--- config.mk ---
export PLATFORM = sky130hd
export DESIGN_NAME = bitwave_col_encoder_16
export DESIGN_NICKNAME = d
export VERILOG_FILES = /design/src/rtl/bitwave_pkg.sv /design/src/rtl/col_priority_enc.sv /design/src/rtl/bitwave_col_encoder_16.sv
export SDC_FILE = /design/constraint.sdc
export NUM_CORES = 1
export LEC_CHECK = 0
export CORE_MARGIN = 4
export CORE_UTILIZATION = 25
export CTS_CLUSTER_SIZE = 40
export DETAILED_ROUTE_END_ITERATION = 10
export SLEW_MARGIN = 5
export SYNTH_ARGS = -nofsm -noshare
export SYNTH_HDL_FRONTEND = slang
export SYNTH_HIERARCHICAL = 1
export SYNTH_SLANG_ARGS = --single-unit
export TNS_END_PERCENT = 1
--- constraint.sdc ---
create_clock -name clk -period 6 [get_ports clk]
set_input_delay 1.2 -clock clk [delete_from_list [all_inputs] [get_ports clk]]
set_output_delay 1.2 -clock clk [all_outputs]
set_load 0.01 [all_outputs]
--- src/rtl/bitwave_pkg.sv ---
// Shared widths, FSM state type and helper for the bit-column weight encoder.
package bitwave_pkg;
  localparam int DATA_WIDTH    = 8;
  localparam int VEC_LENGTH    = 16;
  localparam int MAG_WIDTH     = DATA_WIDTH - 1;
  localparam int COL_IDX_WIDTH = 3;

  typedef enum logic {
    IDLE,
    STREAM
  } state_e;

  // All-zero groups still cost one beat, so they report 6 skipped columns, not 7.
  function automatic logic [COL_IDX_WIDTH-1:0] skip_count(input logic [MAG_WIDTH-1:0] m);
    int n;
    n = 0;
    for (int k = 0; k < MAG_WIDTH; k++) n += int'(m[k]);
    if (n == 0) return COL_IDX_WIDTH'(6);
    return COL_IDX_WIDTH'(MAG_WIDTH - n);
  endfunction
endpackage

--- src/rtl/col_priority_enc.sv ---
// Highest-set-bit encoder over the 7-bit column mask.
module col_priority_enc
  import bitwave_pkg::*;
(
  input  logic [MAG_WIDTH-1:0]     mask_i,
  output logic [COL_IDX_WIDTH-1:0] idx_o,
  output logic                     any_o
);
  always_comb begin
    idx_o = '0;
    any_o = |mask_i;
    for (int k = 0; k < MAG_WIDTH; k++) begin
      if (mask_i[k]) idx_o = COL_IDX_WIDTH'(k);
    end
  end
endmodule

--- src/rtl/bitwave_col_encoder_16.sv ---
// Sign-magnitude bit-column encoder: streams only the non-zero magnitude columns
// of a 16-lane weight group, MSB column first, with valid/ready on both sides.
module bitwave_col_encoder_16 #(
  parameter int DATA_WIDTH = bitwave_pkg::DATA_WIDTH,
  parameter int VEC_LENGTH = bitwave_pkg::VEC_LENGTH
) (
  input  logic                                  clk,
  input  logic                                  reset,
  input  logic signed [DATA_WIDTH-1:0]          w_in [VEC_LENGTH],
  input  logic                                  w_valid,
  output logic                                  w_ready,
  output logic [VEC_LENGTH-1:0]                 sign,
  output logic [VEC_LENGTH-1:0]                 w_bit,
  output logic [bitwave_pkg::COL_IDX_WIDTH-1:0] column_idx,
  output logic                                  load_accum,
  output logic                                  col_last,
  output logic                                  out_valid,
  input  logic                                  out_ready,
  output logic [bitwave_pkg::COL_IDX_WIDTH-1:0] skipped_cols
);
  import bitwave_pkg::*;

  localparam int MW = DATA_WIDTH - 1;

  // -128 has no positive counterpart in MW bits; clamp it to the largest magnitude.
  function automatic logic [MW-1:0] sat_abs(input logic signed [DATA_WIDTH-1:0] w);
    logic signed [DATA_WIDTH-1:0] neg;
    if (!w[DATA_WIDTH-1]) return w[MW-1:0];
    if (w == {1'b1, {MW{1'b0}}}) return {MW{1'b1}};
    neg = -w;
    return neg[MW-1:0];
  endfunction

  state_e                   state_q, state_d;
  logic [VEC_LENGTH-1:0]    sign_q, sign_d;
  logic [VEC_LENGTH-1:0]    w_bit_q, w_bit_d;
  logic [COL_IDX_WIDTH-1:0] col_q, col_d;
  logic [COL_IDX_WIDTH-1:0] skip_q, skip_d;
  logic                     load_q, load_d;
  logic                     last_q, last_d;
  logic                     vld_q, vld_d;
  logic [MW-1:0]            rem_q, rem_d;
  logic [MW-1:0]            mag_q [VEC_LENGTH];

  logic [MW-1:0]            mag_in [VEC_LENGTH];
  logic [VEC_LENGTH-1:0]    sign_in;
  logic [MW-1:0]            mask_in;
  logic [MW-1:0]            enc_mask, cleared;
  logic [COL_IDX_WIDTH-1:0] enc_idx;
  logic                     enc_any;
  logic                     handshake, accept;

  always_comb begin
    mask_in = '0;
    sign_in = '0;
    for (int j = 0; j < VEC_LENGTH; j++) begin
      sign_in[j] = w_in[j][DATA_WIDTH-1];
      mag_in[j]  = sat_abs(w_in[j]);
      mask_in    = mask_in | mag_in[j];
    end
  end

  assign handshake = vld_q & out_ready;
  assign w_ready   = !reset & ((state_q == IDLE) | (handshake & last_q));
  assign accept    = w_valid & w_ready;

  // A new group is only taken when the remaining mask is already empty, so one
  // encoder serves both the first column of a new group and the following ones.
  assign enc_mask = accept ? mask_in : rem_q;
  assign cleared  = enc_mask & ~(MW'(1) << enc_idx);

  col_priority_enc u_enc (
    .mask_i (enc_mask),
    .idx_o  (enc_idx),
    .any_o  (enc_any)
  );

  always_comb begin
    state_d = state_q;
    sign_d  = sign_q;
    w_bit_d = w_bit_q;
    col_d   = col_q;
    skip_d  = skip_q;
    load_d  = load_q;
    last_d  = last_q;
    vld_d   = vld_q;
    rem_d   = rem_q;

    case (state_q)
      IDLE:    if (accept) state_d = STREAM;
      STREAM:  if (handshake && last_q) state_d = accept ? STREAM : IDLE;
      default: state_d = IDLE;
    endcase

    if (accept) begin
      sign_d = sign_in;
      skip_d = skip_count(mask_in);
      col_d  = enc_any ? enc_idx : '0;
      for (int j = 0; j < VEC_LENGTH; j++) w_bit_d[j] = mag_in[j][enc_idx];
      load_d = 1'b1;
      last_d = (cleared == '0);
      rem_d  = cleared;
      vld_d  = 1'b1;
    end else if (handshake) begin
      if (last_q) begin
        vld_d  = 1'b0;
        load_d = 1'b0;
        last_d = 1'b0;
      end else begin
        col_d  = enc_idx;
        for (int j = 0; j < VEC_LENGTH; j++) w_bit_d[j] = mag_q[j][enc_idx];
        load_d = 1'b0;
        last_d = (cleared == '0);
        rem_d  = cleared;
      end
    end
  end

  always_ff @(posedge clk or posedge reset) begin
    if (reset) begin
      state_q <= IDLE;
      sign_q  <= '0;
      w_bit_q <= '0;
      col_q   <= '0;
      skip_q  <= '0;
      load_q  <= 1'b0;
      last_q  <= 1'b0;
      vld_q   <= 1'b0;
      rem_q   <= '0;
    end else begin
      state_q <= state_d;
      sign_q  <= sign_d;
      w_bit_q <= w_bit_d;
      col_q   <= col_d;
      skip_q  <= skip_d;
      load_q  <= load_d;
      last_q  <= last_d;
      vld_q   <= vld_d;
      rem_q   <= rem_d;
    end
  end

  // Magnitudes are pure data: only read while a group is streaming.
  always_ff @(posedge clk) begin
    if (accept) begin
      for (int j = 0; j < VEC_LENGTH; j++) mag_q[j] <= mag_in[j];
    end
  end

  assign sign         = sign_q;
  assign w_bit        = w_bit_q;
  assign column_idx   = col_q;
  assign load_accum   = load_q;
  assign col_last     = last_q;
  assign out_valid    = vld_q;
  assign skipped_cols = skip_q;
endmodule

== After elaboration in Yosys (flattened, before gate mapping) ==
Memories as Yosys holds them, arrays and structs flattened.
Index checks and enable logic that the tools add are counted.
Widths: inputs -> output; s select.

* Add/sub/neg operators: 23
* $lt $le $gt $ge: 1
* Eq/ne operators: 17
* Shifts and indexed selects: 1
* Multiplexer cells: 193
* Bitwise gates (word level): 23
* Reductions and logical operators: 9

{| class="wikitable"
|+ Operators by type and width
! cell !! number
|-
| $mux 7 || 68
|-
| $eq 8x8->1 const B || 16
|-
| $neg 7->7 || 16
|-
| $or 7x7->7 || 15
|-
| $bmux 1 s3 || 32
|-
| $mux 1 || 78
|-
| $mux 16 || 3
|-
| $logic_not 32->1 || 1
|-
| $mux 3 || 9
|-
| $add 6x1->7 || 1
|-
| $and 7x7->7 || 1
|-
| $logic_not 7->1 || 1
|-
| $not 7->7 || 1
|-
| $reduce_or 7->1 || 1
|-
| $shl 1x3->7 const A || 1
|-
| $add 5x1->6 || 1
|-
| $add 4x1->5 || 1
|-
| $add 3x1->4 || 1
|-
| $and 1x1->1 || 4
|-
| $lt 3x4->1 const B || 1
|-
| $mux 2 || 2
|-
| $reduce_and 2->1 || 2
|-
| $reduce_bool 2->1 || 2
|-
| $add 2x1->3 || 1
|-
| other kinds (8) || 8
|}

* Flip-flop bits (word level): 49
* RAM bits: 112
* Bits of input ports: 132
* Output and inout port bits: 42
* Word-level logic and storage cells: 277
* Memories kept: 1

{| class="wikitable"
|+ Memories
! name !! depth !! bits a word !! read ports !! clocked after memory_dff !! wr ports !! RTL line !! text
|-
| mag_q || 16 || 7 || 16 || 0 || 16 || bitwave_col_encoder_16.sv:43 || <nowiki>logic [MW-1:0] mag_q [VEC_LENGTH];</nowiki>
|}

== Longest topological paths before layout ==
Gate-level depths: netlist of the first run.

* Depth after elaboration: 34
* Gate-level depth with buffers: 22
* Gate-level depth less buffers: 20

== By module ==
The synthesis of the first run kept the hierarchy.

{| class="wikitable"
|+ Modules (own cells, without submodules)
! module !! times used !! cells an instance !! area each (µm²) !! seq. area each (µm²)
|-
| bitwave_col_encoder_16 || 1 || 1174 || 10884.2 || 4589.4
|-
| col_priority_enc || 1 || 9 || 58.8 || 0.0
|}

== Worst setup path after synthesis of the first run ==
No wires, ideal clock.

* Path type: input-to-reg
* Start: in out_ready
* End: mem mag_q[0][0] in the netlist's numbering (enable)
* Library setup time: 519 ps
* Arrival: 5470 ps
* Data required time: 5481 ps
* Setup slack: 10 ps
* Stages: 6
* Path buffers: 2
* Cell sequence: nand3_1 a21oi_1 nand2_1 clkinv_1 clkbuf_1 buf_1

{| class="wikitable"
|+ RTL lines
! what !! RTL line !! text
|-
| start, declared || bitwave_col_encoder_16.sv:18 || <nowiki>input logic out_ready,</nowiki>
|-
| end, declared || bitwave_col_encoder_16.sv:43 ||
|}

==> flow_metrics.tcl, run 1 <==
set metrics [dict create \
    holdWs_ns 0.472 \
    cts.htree.levels 4 \
    num-fill-cells 4444 \
    die_y_um 217 \
    clock_path_buffers 2 \
    start_kind "primary input" \
    die-area_mm2 0.0472 \
    power_mw 5.98 \
    vias 10400 \
    cp_top_family "adder cells" \
    via_per_inst 5.20 \
    peakVddDrop_v 0.000201 \
    slew_viol_final 0 \
    synth_seq_area_share 0.419 \
    detail-route-antenna-nets 0 \
    slowest_stage "clkdlybuf4s50_1" \
    io_buffers 173 \
    cts_buffers 17 \
    outcome "finished, final reports clean" \
    grt_usage 0.173 \
    netlist_area_mm2 0.0109 \
    drt_iter0_markers 1019 \
    rr_startpoint "col_last" \
    final.period_utilization 0.942 \
    grt_max_degree 95 \
    cp_num_cells 16 \
    synthFlopType "edfxtp_1" \
    cp.arrival_ns 6.03 \
    worstMarginPinSlew_ns 1.16 \
    min_path_type "register to register" \
    syn_nets 1335 \
    antenna_found_initial 1 \
    rr_endpoint "w_bit[12]" \
    synthCells 1183 \
    r2r_slack_ns 2.12 \
    fmax_mhz 177 \
    die_w_um 217 \
    crit_top_cell "fa_1" \
    hp-start "state_q" \
    fin_skew_ns 0.0154 \
    wl_um 41700 \
    synth.avg_cell_area_um2 9.25 \
    crit_buf_inv 4 \
    gr-total-overflow 0 \
    wl_per_cell_um 20.9 \
    r2r_cells 14 \
    syn_to_final_growth_pct 32.8 \
    final_area_mm2 0.0145 \
    grt_pass1_wl_um 62500 \
    yosys_warnings 6 \
    worstSkewPairLatency_ns 0.44 \
    dp_hpwl_um 32300 \
    firstDrtPassIters 5 \
    start_util 0.253 \
    grt_pass1_vias 9923 \
    critPathRequiredTime_ns 6.37 \
    rows 76 \
    place_area_mm2 0.0139 \
    cts-root-buf "clkbuf_16" \
    cts_resized 0 \
    synth-seq-cells 161 \
    path_cells "clkdlybuf4s50_1 -> inv_1 -> ha_1 -> nor4b_1 -> o21a_1 -> o21ai_0 -> inv_1 -> nor4_1 -> nand4_1 -> fa_1 -> fa_1 -> fa_1 -> inv_1 -> fa_1 -> a211oi_1 -> a21o_1" \
    max_cap_viol_count 0 \
    nets 1549 \
    seq_area_mm2 0.00459 \
    cp-end-kind "register" \
    cts_tree "built" \
    layout.cells.non_filler 1996 \
    worstSetupPathType "primary input to register" \
    clock_sinks 161 \
    drive_gt1_frac 0.141 \
    coreArea_mm2 0.0432 \
    synthArstFlopShare 0.304 \
    clkTransAtPathRegs_ns 0.07 \
    leakagePower_nw 5.40 \
    ios 174 \
    post_cts_buffers 0 \
    hold_buffers 0 \
    timing.critical_path.to "skipped_cols[0]" \
    drc 0 \
    dpl.cell_count 1963 \
    slowest_delay_ns 0.68 \
    slew_headroom 0.224 \
    critical_path.max_fanout 5 \
    startpoint "w_in[32]" \
    synth_edf_count 112 \
    synth_cell_types 76 \
    multi_input_area_mm2 0.00588 \
    rsz0062_at_grt "no" \
    hold_violations 0 \
    gp_congestion 0.921 \
    setup_viol 0 \
    power.density_mw_per_mm2 412 \
    layout_min_cycle_time_ns 5.65 \
]
cell type report:
| type | count | share of cell area |
|---|---|---|
| inverters | 71 | 0.0187 |
| repair buffers | 259 | 0.169 |
| multi-input cells | 887 | 0.405 |
| clock inverters | 14 | 0.0117 |
| clock buffers | 18 | 0.0295 |
| well taps | 585 | 0.0504 |
| diodes | 1 | 0.000172 |
| flip-flops and latches | 161 | 0.316 |
power breakdown:
part,internal (mW),total [mW],switching [mW]
clock network,0.629,1.15,0.518
logic,1.51,3.26,1.75
registers,1.44,1.57,0.130
worst min path at each step:
stage                     endpoint  cells after the start
after floorplan            state_q                      2
after global placement     state_q                      2
after detailed placement   state_q                      2
after CTS                  state_q                      2
after global routing       state_q                      2
final                      state_q                      2
cell usage after synthesis, drive strengths merged, types with 6 or more instances:
library cell / instances / area (um2)
mux2i: 10 / 100
nor3: 40 / 205
o31a: 6 / 52.6
nor2: 121 / 454
nand2: 153 / 574
a31oi: 21 / 131
nand2b: 11 / 68.8
nor4b: 7 / 61.3
or3: 13 / 91.3
o21ai: 74 / 370
a221oi: 19 / 166
ha: 16 / 200
mux4: 27 / 608
dfrtp: 49 / 1230
inv: 70 / 263
mux2: 21 / 236
a21oi: 71 / 355
and2: 7 / 43.8
nor4: 17 / 121
xor2: 11 / 96.3
o211ai: 25 / 188
o31ai: 10 / 75.1
or4: 9 / 71.3
or3b: 8 / 70.1
o21a: 7 / 52.6
xnor2: 13 / 114
o311ai: 10 / 95.1
a211oi: 10 / 80.1
o311a: 10 / 100
or2: 6 / 37.5
nor2b: 24 / 150
nand4: 11 / 68.8
nand3: 22 / 110
clkbuf: 52 / 195
edfxtp: 112 / 3360
buf: 12 / 47.6
sequential cells by signal, indices dropped and copies added, names as in the netlist:
name          cells
col_last          1
column_idx        3
load_accum        1
mag_q           112
out_valid         1
rem_q             7
sign             16
skipped_cols      3
state_q           1
w_bit            16
through the flow:
step,util,setup slack [ns],setup TNS (ns)
after floorplan,-,0.0102,0
after global placement,0.323,-0.0387,-0.0387
after detailed placement,0.323,0.000658,0
after CTS,0.336,0.442,0
after global routing,0.337,0.262,0
final,0.337,0.346,0
worst min-delay path: cells and delay by family (launching register included):
kind / cells / cell delay (ns)
and+or+nand+nor: 2 / 0.10
DFF: 1 / 0.34
routing by layer:
metal / share of wire / GRT usage / vias to the layer above
li1: - / - / 4870
met1: 0.45 / 0.242 / 5076
met2: 0.47 / 0.281 / 400
met3: 0.063 / 0.0278 / 42
met4: 0.020 / 0.0422 / 0
met5: 0 / 0 / -
placed cells by master, fill, tap and decap left out, types with 22 or more instances in the layout:
cell	count
clkdlybuf4s50_1	173
nand2_1	152
nor2_1	120
edfxtp_1	112
buf_4	80
o21ai_0	74
a21oi_1	71
inv_1	68
dfrtp_1	49
nor3_1	39
mux4_2	27
o211ai_1	25
nor2b_1	24
nand3_1	22
cell families after synthesis:
group	share of synthesized area
xor gates and xnor gates	0.0192
buffers and inverters	0.0465
adders and majority gates	0.0256
AOI/OAI and AO/OA	0.192
DFF	0.419
muxes	0.0863
and+or+nand+nor	0.211
No activity file was read; power rests on OpenSTA's default activity.
==> inputs of run 2 (changes only) <==
--- a/config.mk
+++ b/config.mk
@@ -5,10 +5,10 @@
 export SDC_FILE = /design/constraint.sdc
 export NUM_CORES = 1
 export LEC_CHECK = 0
-export CORE_MARGIN = 4
 export CORE_UTILIZATION = 25
 export CTS_CLUSTER_SIZE = 40
 export DETAILED_ROUTE_END_ITERATION = 10
+export SKIP_LAST_GASP = 1
 export SLEW_MARGIN = 5
 export SYNTH_ARGS = -nofsm -noshare
 export SYNTH_HDL_FRONTEND = slang
==> run 2 against run 1 <==
  * Maximum frequency fell by 0.36%
  * Sequential power barely moved
  * Count of clock-buffer cells in the layout fell by 1
  * Worst hold slack got worse by 0.0042 ns
  * Critical path depth fell by 1
  * Setup slack got worse by 0.020 ns
  * Critical path type unchanged
  * Critical endpoint unchanged
==> flow_metrics.tcl, run 2 (same netlist as run 1, synthesis figures left out) <==
set metrics [dict create \
    power.density_mw_per_mm2 418 \
    detail-route-antenna-nets 0 \
    layout_commonest_cell "clkdlybuf4s50_1" \
    hold_violations 0 \
    gr-total-overflow 0 \
    firstDrtPassIters 6 \
    mostFrequentLayoutCells "clkdlybuf4s50_1, nand2_1, nor2_1" \
    slew_viol_final 0 \
    start_kind "primary input" \
    hp-start "state_q" \
    antenna_found_initial 3 \
    clock_sinks 161 \
    leakagePower_nw 5.37 \
    worstSetupPathType "primary input to register" \
    r2r_slack_ns 2.05 \
    dp_slack_ns -0.0540 \
    gp_congestion 0.944 \
    outcome "finished, final reports clean" \
    rr_endpoint "w_bit[10]" \
    rr_startpoint "col_last" \
    grt_pass1_vias 9717 \
    fin_skew_ns 0.0135 \
    drive_gt1_frac 0.138 \
    vias 10400 \
    cp-end-kind "register" \
    regMostFlops "mag_q" \
    cts.htree.levels 4 \
    setup_viol 0 \
    coreArea_mm2 0.0431 \
    startpoint "w_in[48]" \
    grt_max_degree 72 \
    largest_reg_flops 112 \
    critPathRequiredTime_ns 6.37 \
    rsz0062_at_grt "no" \
    fin_ws_ns 0.326 \
    max_cap_viol_count 0 \
    via_per_inst 5.21 \
    peakVddDrop_v 0.000205 \
    num-fill-cells 4371 \
    min_to "state_q" \
    drt_iter0_markers 993 \
    die_y_um 211 \
    grt_pass1_wl_um 60100 \
    io_buffers 173 \
    ios 174 \
    start_util 0.254 \
    cts_buffers 17 \
    nets 1542 \
    finalSetupTns_ns 0 \
    cts-root-buf "clkbuf_16" \
    wl_per_cell_um 20.3 \
    slew_headroom 0.388 \
    min_path_type "register to register" \
    post_cts_buffers 0 \
    dp_hpwl_um 31500 \
    worstMarginPinSlew_ns 0.918 \
    cp.arrival_ns 6.05 \
    worstSkewPairLatency_ns 0.44 \
    final_util 0.337 \
    final.period_utilization 0.946 \
    die-area_mm2 0.0446 \
    final_area_mm2 0.0145 \
    cts_tree "built" \
    drc 0 \
    place_area_mm2 0.0139 \
    wl_um 40500 \
    grt_usage 0.181 \
    whs_path_depth 2 \
    clock_path_buffers 2 \
    clkTransAtPathRegs_ns 0.07 \
    syn_to_final_growth_pct 32.7 \
    power_mw 6.06 \
    r2r_cells 15 \
    die_w_um 211 \
    rows 76 \
    fmax_mhz 176 \
    layout_min_cycle_time_ns 5.67 \
    hold_buffers 0 \
    critical_path.max_fanout 6 \
    cts_resized 0 \
]
run 2: area by class of cell:
class                   count  area (um2)  share of cell area
multi-input cells         887        5880               0.405
repair buffers            252        2420               0.167
clock inverters            15         190              0.0131
inverters                  71         272              0.0187
flip-flops and latches    161        4590               0.316
well taps                 585         732              0.0504
clock buffers              17         425              0.0293
diodes                      2        5.00            0.000345
run 2: worst max path at each step:
stage          slack, ns              end  cells after the start
3_3_place_gp      -0.004  skipped_cols[0]                     16
5_1_grt             0.13  skipped_cols[0]                     15
3_5_place_dp       -0.05  skipped_cols[0]                     15
4_1_cts             0.42  skipped_cols[0]                     15
2_1_floorplan       0.01      mag_q[0][0]                      6
6_report            0.33  skipped_cols[0]                     15
run 2: routing by layer:
| layer | global-route usage | wire [um] | vias up |
|---|---|---|---|
| met2 | 0.287 | 18700 | 408 |
| li1 | - | - | 4876 |
| met5 | 0 | 0 | - |
| met4 | 0.0670 | 1140 | 0 |
| met1 | 0.246 | 17700 | 5021 |
| met3 | 0.0285 | 2960 | 57 |
run 2: per-stage QoR:
stage | hold WS, ns | instances
2_1_floorplan | 0.439 | 1183
3_3_place_gp | 0.454 | 1956
3_5_place_dp | 0.455 | 1956
4_1_cts | 0.472 | 1988
5_1_grt | 0.503 | 1989
6_report | 0.468 | 1990
run 2: power by group:
part | internal (mW) | total, mW | switching, mW
sequential | 1.44 | 1.57 | 0.128
combinational | 1.60 | 3.35 | 1.75
clock | 0.601 | 1.14 | 0.540
run 2: worst max-delay path: stages:
cell and delay [ns]:
clkdlybuf4s50_1 0.55, inv_1 0.14, ha_1 0.24, or4b_2 0.63
nor3_2 0.42, o311a_1 0.32, nor4_1 0.09, nand4_1 0.18
fa_1 0.47, fa_1 0.52, fa_1 0.43, inv_1 0.08
fa_1 0.42, a211oi_1 0.24, a21o_1 0.12
==> inputs of run 3 (changes only) <==
--- a/config.mk
+++ b/config.mk
@@ -8,6 +8,7 @@
 export CORE_UTILIZATION = 25
 export CTS_CLUSTER_SIZE = 40
 export DETAILED_ROUTE_END_ITERATION = 10
+export MAX_ROUTING_LAYER = met4
 export SKIP_LAST_GASP = 1
 export SLEW_MARGIN = 5
 export SYNTH_ARGS = -nofsm -noshare
==> run 3 against run 2 <==
  * Setup slack improved by 0.076 ns
  * Sequential power hardly changed
  * Flip-flop and latch count unchanged
  * Largest cell class unchanged
  * Final area grew 1.4%
  * Critical path depth is 1 higher
  * Die area unchanged
  * Final cell count up 1.4%
  * Register-to-register slack about the same
==> flow_metrics.tcl, run 3 (same netlist as run 1, synthesis figures left out) <==
set metrics [dict create \
    outcome "finished, final reports clean" \
    cts_tree "built" \
    rr_endpoint "w_bit[2]" \
    wl_per_cell_um 20.4 \
    die_y_um 211 \
    cts_resized 0 \
    cp.arrival_ns 5.97 \
    cts_buffers 17 \
    hp-start "skipped_cols[1]" \
    layout_commonest_cell "clkdlybuf4s50_1" \
    worstSetupPathType "primary input to register" \
    rr_startpoint "col_last" \
    drt_iter0_markers 937 \
    cts.htree.levels 4 \
    grt_pass1_vias 10000 \
    fin_skew_ns 0.0156 \
    hold_buffers 0 \
    largest_reg_flops 112 \
    die-area_mm2 0.0446 \
    final.period_utilization 0.933 \
    min_path_type "register to register" \
    dp_hpwl_um 31900 \
    clock_sinks 161 \
    grt_usage 0.191 \
    cp-end-kind "register" \
    slew_headroom 0.297 \
    layout_min_cycle_time_ns 5.60 \
    critical_path.max_fanout 5 \
    slowest_stage "clkdlybuf4s50_1" \
    setup_viol 0 \
    mostFrequentLayoutCells "clkdlybuf4s50_1, nand2_1, nor2_1" \
    drc 0 \
    slew_viol_final 0 \
    critPathRequiredTime_ns 6.37 \
    leakagePower_nw 5.50 \
    clock_path_buffers 2 \
    start_util 0.254 \
    rsz0062_at_grt "no" \
    peakVddDrop_v 0.000197 \
    gr-total-overflow 0 \
    r2r_cells 15 \
    detail-route-antenna-nets 0 \
    crit_buf_inv 4 \
    finalSetupTns_ns 0 \
    antenna_found_initial 2 \
    min_to "skipped_cols[1]" \
    gp_congestion 0.912 \
    hold_violations 0 \
    clkTransAtPathRegs_ns 0.07 \
    crit_top_cell "fa_1" \
    vias 10400 \
    num-fill-cells 4382 \
    post_cts_buffers 0 \
    power.density_mw_per_mm2 414 \
    cp_top_family "adder cells" \
    whs_path_depth 2 \
    ios 174 \
    via_per_inst 5.14 \
    fmax_mhz 179 \
    drive_gt1_frac 0.153 \
    path_cells "clkdlybuf4s50_1 -> inv_1 -> ha_1 -> nor4b_1 -> o21a_1 -> o21ai_0 -> inv_1 -> nor4_1 -> nand4_1 -> fa_1 -> fa_1 -> fa_1 -> inv_1 -> fa_1 -> a211oi_1 -> a21o_1" \
    worstMarginPinSlew_ns 1.05 \
    worstSkewPairLatency_ns 0.45 \
    cts-root-buf "clkbuf_16" \
    start_kind "primary input" \
    grt_max_degree 85 \
    firstDrtPassIters 5 \
    dpl.cell_count 1983 \
    regMostFlops "mag_q" \
    final_util 0.342 \
    io_buffers 173 \
    wl_um 41200 \
    slowest_delay_ns 0.67 \
    max_cap_viol_count 0 \
    layout.cells.non_filler 2017 \
    rows 76 \
    nets 1569 \
    syn_to_final_growth_pct 34.5 \
    r2r_slack_ns 2.06 \
    die_w_um 211 \
    coreArea_mm2 0.0431 \
    grt_pass1_wl_um 61700 \
]
run 3: cell count changes in the layout (fill, tap and decap cells not counted), sizes merged:
cell      before  now
inv           78   79
clkinv         7    3
clkinvlp       0    1
bufinv         1    2
clkbuf        17   18
buf           79  106
run 3: through the flow:
stage | power, mW | setup slack, ns | hold slack, ns | area, um2
3_3_place_gp | 4.92 | 0.0205 | 0.454 | 14100
4_1_cts | 6.11 | 0.416 | 0.485 | 14700
6_report | 6.09 | 0.402 | 0.479 | 14700
3_5_place_dp | 4.95 | -0.0420 | 0.467 | 14100
2_1_floorplan | 3.41 | 0.0102 | 0.439 | 10900
5_1_grt | 6.43 | 0.0856 | 0.508 | 14700
run 3: layout make-up:
cell class | instances | area [um2] | share of cell area
clock inverters | 14 | 170 | 0.0116
well taps | 585 | 732 | 0.0497
multi-input cells | 887 | 5880 | 0.400
clock buffers | 18 | 429 | 0.0292
diodes | 2 | 5.00 | 0.000340
repair buffers | 279 | 2640 | 0.179
inverters | 71 | 272 | 0.0184
flip-flops and latches | 161 | 4590 | 0.312
run 3: per-layer routing:
layer / share of wire / wire length, um / global-route usage / vias up
met5: 0 / 0 / - / -
met4: 0.029 / 1180 / 0.0727 / 0
met3: 0.056 / 2300 / 0.0282 / 56
met2: 0.47 / 19200 / 0.297 / 338
met1: 0.45 / 18500 / 0.250 / 5078
li1: - / - / - / 4904
run 3: how the worst max path moves through the flow:
stage / start / cells past startpoint / slack (ns) / end
floorplan: out_ready / 6 / 0.01 / mag_q[0][0]
global route: w_in[32] / 16 / 0.09 / skipped_cols[0]
finish: w_in[32] / 16 / 0.40 / skipped_cols[0]
global placement: w_in[32] / 16 / 0.02 / skipped_cols[0]
CTS: w_in[64] / 15 / 0.42 / skipped_cols[0]
detailed placement: w_in[64] / 15 / -0.04 / skipped_cols[0]
run 3: where the power goes:
| group | internal [mW] | switching, mW | leakage (nW) | total, mW |
|---|---|---|---|---|
| Clock | 0.631 | 0.521 | 0.294 | 1.15 |
| Combinational | 1.61 | 1.76 | 3.58 | 3.37 |
| Sequential | 1.44 | 0.130 | 1.62 | 1.57 |
| Total | 3.68 | 2.41 | 5.50 | 6.09 |
run 3: worst reg2reg max path: stages, from the launching register on:
cell	delay [ns]
dfrtp_1	0.44
nand3_1	0.12
a21oi_1	0.23
nand2_2	0.33
inv_6	0.44
nor2_1	0.14
a31oi_1	0.45
inv_1	0.17
o31ai_4	0.10
buf_4	0.21
buf_4	0.20
mux2_2	0.36
a221oi_1	0.29
nor3_1	0.08
a21oi_1	0.15
o21ai_0	0.09
